==> config.mk <==
export PLATFORM = sky130hd
export DESIGN_NAME = uart_rx_buffer_flat
export DESIGN_NICKNAME = d
export VERILOG_FILES = /design/src/rtl/uart_rx_buffer_if.sv /design/src/rtl/uart_rx_buffer.sv /design/src/flat_wrapper.sv
export SDC_FILE = /design/constraint.sdc
export NUM_CORES = 1
export LEC_CHECK = 0
export ABC_AREA = 1
export BUFFER_PORTS_ARGS = -buffer_cell sky130_fd_sc_hd__buf_2
export CORE_UTILIZATION = 53
export DETAILED_ROUTE_END_ITERATION = 10
export GPL_ROUTABILITY_DRIVEN = 0
export HOLD_SLACK_MARGIN = 0.12
export PLACE_DENSITY = 0.82
export SLEW_MARGIN = 15
export SYNTH_ARGS = -nofsm -noshare
export SYNTH_HDL_FRONTEND = slang
export SYNTH_SLANG_ARGS = --single-unit
==> constraint.sdc <==
create_clock -name clk -period 3.6 [get_ports clk]
set_input_delay 0.18 -clock clk [delete_from_list [all_inputs] [get_ports clk]]
set_output_delay 0.18 -clock clk [all_outputs]
set_load 0.1 [all_outputs]
==> src/rtl/uart_rx_buffer_if.sv <==
// Bus-side and receiver-side signals of the RX buffer. The slave modport is the
// buffer itself; the master modport is whatever drives the strobes and controls.
interface uart_rx_buffer_if;
  logic       rWR;
  logic       rRD;
  logic       lsr_rd;
  logic [7:0] datain;
  logic       pe_in;
  logic       fe_in;
  logic [7:0] FCR;
  logic [7:0] IER;
  logic [7:0] dataout;
  logic [7:0] IIR;
  logic [7:0] LSR;

  // Strobes are single-cycle pulses sampled on the rising clock edge; there is
  // no back-pressure, so a push into a full buffer is dropped and flagged as overrun.
  modport slave (
    input  rWR, rRD, lsr_rd, datain, pe_in, fe_in, FCR, IER,
    output dataout, IIR, LSR
  );

  modport master (
    output rWR, rRD, lsr_rd, datain, pe_in, fe_in, FCR, IER,
    input  dataout, IIR, LSR
  );
endinterface

==> src/rtl/uart_rx_buffer.sv <==
// 16-entry UART receive FIFO with 16550-style line status, trigger-level
// and character-timeout interrupt identification. All outputs are registered.
module uart_rx_buffer #(
  parameter int TIMEOUT_CYCLES = 64
) (
  input logic            clk,
  input logic            reset,
  uart_rx_buffer_if.slave bus
);
  localparam int TW = $clog2(TIMEOUT_CYCLES + 1);

  logic [9:0]    mem [16];
  logic [3:0]    wptr, rptr;
  logic [4:0]    count, err_cnt;
  logic [TW-1:0] idle_cnt;
  logic          to_flag;
  logic [7:0]    dout_q, lsr_q, iir_q;

  logic          clear, push_ok, pop_ok, overrun, push_err, pop_err;
  logic [4:0]    remain, count_n, err_n, trig;
  logic [3:0]    wptr_n, rptr_n;
  logic [9:0]    pop_entry, head_n;
  logic [TW-1:0] idle_n;
  logic          to_n;
  logic [7:0]    lsr_n, iir_n;
  logic          unused_bits;

  assign unused_bits = ^{bus.FCR[5:2], bus.IER[7:3], bus.IER[1]};
  assign bus.dataout = dout_q;
  assign bus.LSR     = lsr_q;
  assign bus.IIR     = iir_q;

  always_comb begin
    clear     = !bus.FCR[0] || bus.FCR[1];
    pop_entry = mem[rptr];
    // A push into a full buffer still lands when a pop frees the slot on the same edge.
    push_ok   = bus.rWR && ((count != 5'd16) || bus.rRD);
    pop_ok    = bus.rRD && (count != 5'd0);
    overrun   = bus.rWR && (count == 5'd16) && !bus.rRD;
    push_err  = push_ok && (bus.pe_in || bus.fe_in);
    pop_err   = pop_ok && (pop_entry[8] || pop_entry[9]);
    remain    = count - {4'd0, pop_ok};
    count_n   = remain + {4'd0, push_ok};
    wptr_n    = wptr + {3'd0, push_ok};
    rptr_n    = rptr + {3'd0, pop_ok};
    err_n     = err_cnt + {4'd0, push_err} - {4'd0, pop_err};

    if (bus.rWR || bus.rRD || (count == 5'd0))
      idle_n = '0;
    else if (idle_cnt == TW'(TIMEOUT_CYCLES))
      idle_n = idle_cnt;
    else
      idle_n = idle_cnt + 1'b1;
    to_n = !(bus.rWR || bus.rRD) && (to_flag || (idle_n == TW'(TIMEOUT_CYCLES)));

    if (clear) begin
      count_n = '0;
      wptr_n  = '0;
      rptr_n  = '0;
      err_n   = '0;
      idle_n  = '0;
      to_n    = 1'b0;
      overrun = 1'b0;
      push_ok = 1'b0;
    end

    // The new head is the byte being written only when the buffer drains empty this edge.
    if (count_n == 5'd0)
      head_n = '0;
    else if (push_ok && (remain == 5'd0))
      head_n = {bus.fe_in, bus.pe_in, bus.datain};
    else
      head_n = mem[rptr_n];

    lsr_n    = '0;
    lsr_n[0] = (count_n != 5'd0);
    lsr_n[1] = !clear && (overrun || (lsr_q[1] && !bus.lsr_rd));
    lsr_n[2] = head_n[8];
    lsr_n[3] = head_n[9];
    lsr_n[7] = (err_n != 5'd0);

    case (bus.FCR[7:6])
      2'b00:   trig = 5'd1;
      2'b01:   trig = 5'd4;
      2'b10:   trig = 5'd8;
      default: trig = 5'd14;
    endcase

    if (!bus.FCR[0])
      iir_n = 8'h01;
    else if (bus.IER[2] && (lsr_n[1] || lsr_n[2] || lsr_n[3]))
      iir_n = 8'hC6;
    else if (bus.IER[0] && (count_n >= trig))
      iir_n = 8'hC4;
    else if (bus.IER[0] && to_n)
      iir_n = 8'hCC;
    else
      iir_n = 8'hC1;
  end

  always_ff @(posedge clk) begin
    if (!reset) begin
      wptr     <= '0;
      rptr     <= '0;
      count    <= '0;
      err_cnt  <= '0;
      idle_cnt <= '0;
      to_flag  <= 1'b0;
      dout_q   <= 8'h00;
      lsr_q    <= 8'h00;
      iir_q    <= 8'h01;
    end else begin
      wptr     <= wptr_n;
      rptr     <= rptr_n;
      count    <= count_n;
      err_cnt  <= err_n;
      idle_cnt <= idle_n;
      to_flag  <= to_n;
      lsr_q    <= lsr_n;
      iir_q    <= iir_n;
      if (pop_ok && !clear)
        dout_q <= pop_entry[7:0];
    end
  end

  always_ff @(posedge clk) begin
    if (reset && push_ok)
      mem[wptr] <= {bus.fe_in, bus.pe_in, bus.datain};
  end
endmodule

==> src/flat_wrapper.sv <==
// flat-port wrapper written by rule: the top's interface ports become plain ports
module uart_rx_buffer_flat 
#(
  parameter int TIMEOUT_CYCLES = 64
)
  (clk, reset, bus_rWR, bus_rRD, bus_lsr_rd, bus_datain, bus_pe_in, bus_fe_in, bus_FCR, bus_IER, bus_dataout, bus_IIR, bus_LSR);
  uart_rx_buffer_if bus_i ();
  input logic clk;
  input logic reset;
  input wire logic [$bits(bus_i.rWR)-1:0] bus_rWR;
  input wire logic [$bits(bus_i.rRD)-1:0] bus_rRD;
  input wire logic [$bits(bus_i.lsr_rd)-1:0] bus_lsr_rd;
  input wire logic [$bits(bus_i.datain)-1:0] bus_datain;
  input wire logic [$bits(bus_i.pe_in)-1:0] bus_pe_in;
  input wire logic [$bits(bus_i.fe_in)-1:0] bus_fe_in;
  input wire logic [$bits(bus_i.FCR)-1:0] bus_FCR;
  input wire logic [$bits(bus_i.IER)-1:0] bus_IER;
  output wire logic [$bits(bus_i.dataout)-1:0] bus_dataout;
  output wire logic [$bits(bus_i.IIR)-1:0] bus_IIR;
  output wire logic [$bits(bus_i.LSR)-1:0] bus_LSR;
  assign bus_i.rWR = bus_rWR;
  assign bus_i.rRD = bus_rRD;
  assign bus_i.lsr_rd = bus_lsr_rd;
  assign bus_i.datain = bus_datain;
  assign bus_i.pe_in = bus_pe_in;
  assign bus_i.fe_in = bus_fe_in;
  assign bus_i.FCR = bus_FCR;
  assign bus_i.IER = bus_IER;
  assign bus_dataout = bus_i.dataout;
  assign bus_IIR = bus_i.IIR;
  assign bus_LSR = bus_i.LSR;
  uart_rx_buffer #(.TIMEOUT_CYCLES(TIMEOUT_CYCLES)) u_core (.clk(clk), .reset(reset), .bus(bus_i));
endmodule
==> qor.csv <==
stage,metric,value,unit
synth,synth-adder-area-share,0.0287,
clock_tree,postCtsSetupBuffers,0,
global_route,grt_max_degree,65,
power,combPwrFrac,0.049,
cells_and_area,nNetsFinal,977,
floorplan,num_rows,47,
floorplan,start_util,0.541,
placed_design,io_buffers,39,
cells_and_area,drive_gt1_frac,0.138,
synth,avgSynthCellArea,10.5,um^2
routing,viasPerCell,5.65,
synth,synth_compound_area_frac,0.105,
setup_path,crit_required,3.98,ns
routing,wl_per_cell,17.1,um
timing,fin_crit_sh,0.867,
clock_tree,clkSinkCount,204,
synth,synth_area_leaders,"edfxtp_1 54%, dfxtp_1 9.8%, nor2_1 5.6%, o21ai_0 4.7%, nand2_1 4.0%",
clock_tree,cts-buffers-inserted,21,
synth,muxShareOfSynthArea,0,
floorplan,dieHeight,132,um
global_route,antenna_found_initial,0,
global_route,use_met2,0.390,
power,p_leak,4.00,nW
setup_path,critPathLaunchType,flop,
power,switching_power,1.05,mW
timing,period_minus_slack,3.12,ns
synth,synthCells,855,
synth,synthFlopType,edfxtp_1,
routing,drtAntennaViolNets,0,
cells_and_area,multi_input_area,2770,um^2
floorplan,die_area,17500,um^2
timing,clock_skew,0.00972,ns
run,maxCapViolCount,0,
global_route,use_met1,0.292,
synth,ys_types,37,
routing,drc,0,
global_route,gr-total-overflow,0,
routing,initialDrtViolationCount,768,
synth,synth_top_family_by_area,simple AND/OR/NAND/NOR gates,
power,peakVddDrop,0.000571,V
timing,drv_slew,0,
setup_path,arrival,3.50,ns
clock_tree,cts_tree,done,
timing,rsz0062_at_grt,false,
global_route,grt_pass1_vias,6386,
global_route,grt_pass1_wl,31700,um
floorplan,boundaryPins,55,
floorplan,die_width,132,um
synth,seq_area_frac_synth,0.633,
status,outcome,"complete, no violations",
clock_tree,clock-root-buffer,clkbuf_16,
clock_tree,htree_levels,1,
cells_and_area,antenna_cells,0,
power,power,5.08,mW
floorplan,core_area,16600,um^2
timing,worst_slew_pin_slew,0.798,ns
cells_and_area,fill_cells,1253,
power,p_int,4.03,mW
global_route,grtUsageMet3,0.0427,
synth,async_flop_share,0,
synth,synth_edf_count,160,
synth,ys_seq_elements,204,
clock_tree,clk_path_buf_depth,3,
global_route,grt-busiest-layer,met2,
setup_path,cp-end-kind,flop,
routing,drt-total-wl,19800,um
timing,setup_viol,0,
placed_design,dpl.hpwl,12200,um
routing,dr.pass1.iters,5,
timing,holdWs,0.226,ns
synth,synth-xor-area-share,0.0116,
synth,yosys.cell_count.top_type,edfxtp_1,
clock_tree,post_cts_resize_count,0,
setup_path,crit_fanout,5,
timing,setup-tns-final,0,ns
worst_hold_path,hp-class,primary input to flop,
power,seqPwrFrac,0.501,
clock_tree,clkLatencyLatePin,0.49,ns
power,powerDensity,489,nW/um^2
power,clockPowerShare,0.450,
synth,synth_top_area_cell,edfxtp_1,
routing,vias,6557,
synth,yosys.area_share.simple,0.161,
synth,synth_common_cells,"160 x edfxtp_1, 134 x nor2_1, 95 x nand2_1, 85 x o21ai_0, 83 x inv_1",
clock_tree,clk_pin_slew,0.06,ns
power,netSwitchingFraction,0.207,
timing,hold_violations,0,
timing,slew-limit-headroom,0.468,
setup_path,criticalPathCategory,flop to flop,
timing,timing.fmax,321,MHz
synth,synth_top_area_frac,0.535,
cells_and_area,seq_area,5690,um^2
cells_and_area,syn_to_final_growth,15.9,%
synth,syn_area,8980,um^2
synth,yosysWarnings,0,
global_route,grtUsageTotal,0.232,
-- layer usage --
metal | wire length, um | vias to the layer above
li1 | - | 3108
met3 | 1650 | 62
met1 | 7980 | 3065
met5 | 0 | -
met4 | 689 | 0
met2 | 9520 | 322
-- power by group through the flow --
stage | combinational (mW) | sequential (mW) | clock [mW]
after CTS | 0.244 | 2.55 | 2.32
after global placement | 0.222 | 2.60 | 0
final | 0.248 | 2.55 | 2.29
after floorplan | 0.123 | 2.64 | 0
after detailed placement | 0.227 | 2.60 | 0
after global routing | 0.268 | 2.55 | 2.40
-- cell families (layout without fill, tap and decap cells) --
logic type / after synthesis / after routing
buffers and inverters: 133 / 214
other: 1 / 5
AND/OR/NAND/NOR: 328 / 328
AO/OA/AOI/OAI: 158 / 158
XOR/XNOR: 11 / 11
adder cells (fa/ha/maj): 20 / 20
flip-flops: 204 / 204
-- layout make-up --
cell class	count	share of cell area
flip-flops and latches	204	0.547
multi-input cells	522	0.266
repair buffers	86	0.0575
clock buffers	27	0.0557
inverters	91	0.0328
well taps	220	0.0265
clock inverters	10	0.0149
-- critical path, stage by stage, from the launching register on --
cell      delay, ns
dfxtp_1        0.35
nor2_2         0.18
nand4_1        0.15
nand2_1        0.14
inv_2          0.07
ha_1           0.32
inv_1          0.05
ha_1           0.21
ha_1           0.30
inv_1          0.08
nor2_1         0.05
ha_1           0.27
a21boi_0       0.12
o21ai_0        0.14
nand2_1        0.07
a21oi_1        0.13
nand2_1        0.08
nand2_1        0.09
nand2_1        0.06
inv_1          0.08
a21oi_2        0.06
-- cell usage in the layout, fill, tap and decap left out, types with 2 or more instances in the layout --
| cell | n |
|---|---|
| o22ai_1 | 13 |
| buf_2 | 39 |
| o31ai_1 | 3 |
| or2_2 | 2 |
| clkinv_2 | 3 |
| o221ai_1 | 20 |
| nand4_1 | 14 |
| inv_2 | 7 |
| a31oi_1 | 3 |
| clkbuf_1 | 4 |
| nor2_1 | 134 |
| inv_1 | 83 |
| nand3_2 | 8 |
| xnor2_1 | 5 |
| nand3_1 | 47 |
| o21ai_0 | 85 |
| edfxtp_1 | 160 |
| nor2_2 | 4 |
| o211ai_1 | 13 |
| dlygate4sd3_1 | 20 |
| nand2_2 | 4 |
| clkbuf_16 | 22 |
| buf_4 | 27 |
| conb_1 | 5 |
| ha_1 | 19 |
| a21oi_1 | 17 |
| clkinv_1 | 2 |
| dfxtp_1 | 43 |
| bufinv_16 | 4 |
| nor2_4 | 2 |
| nor3_1 | 16 |
| xor2_1 | 5 |
| nand2_1 | 95 |
-- registers in the layout, summed over array words and instances, names as in the netlist --
name,flops
u_core.mem,160
u_core.bus.LSR,5
u_core.idle_cnt,7
u_core.bus.dataout,8
u_core.err_cnt,5
u_core.rptr,4
u_core.count,5
u_core.to_flag,1
u_core.wptr,4
u_core.bus.IIR,5
-- through the flow --
step,area [um^2],utilization,std cells,setup slack [ns]
after floorplan,8990,-,859,0.678
after global placement,9470,0.571,1103,0.628
after detailed placement,9470,0.571,1103,0.556
after CTS,10400,0.627,1160,0.522
after global routing,10400,0.627,1160,0.254
final,10400,0.627,1160,0.480
-- timing repair --
item,in CTS,in global routing
endpoints found under the setup margin,0,0
hold buffers,20,0
endpoints found under the hold margin,173,0
-- path summary, 6_finish.rpt --
check                         from               endpoint  slack (ns)  cells after the start
max                u_core.count[2]      u_core.bus.IIR[2]        0.48                     20
min reg2reg  u_core.bus.dataout[5]  u_core.bus.dataout[5]        0.54                      4
min                     bus_FCR[0]      u_core.bus.IIR[2]        0.23                      3
max reg2reg        u_core.count[2]      u_core.bus.IIR[2]        0.48                     20
(Power assumes the default switching activity.)
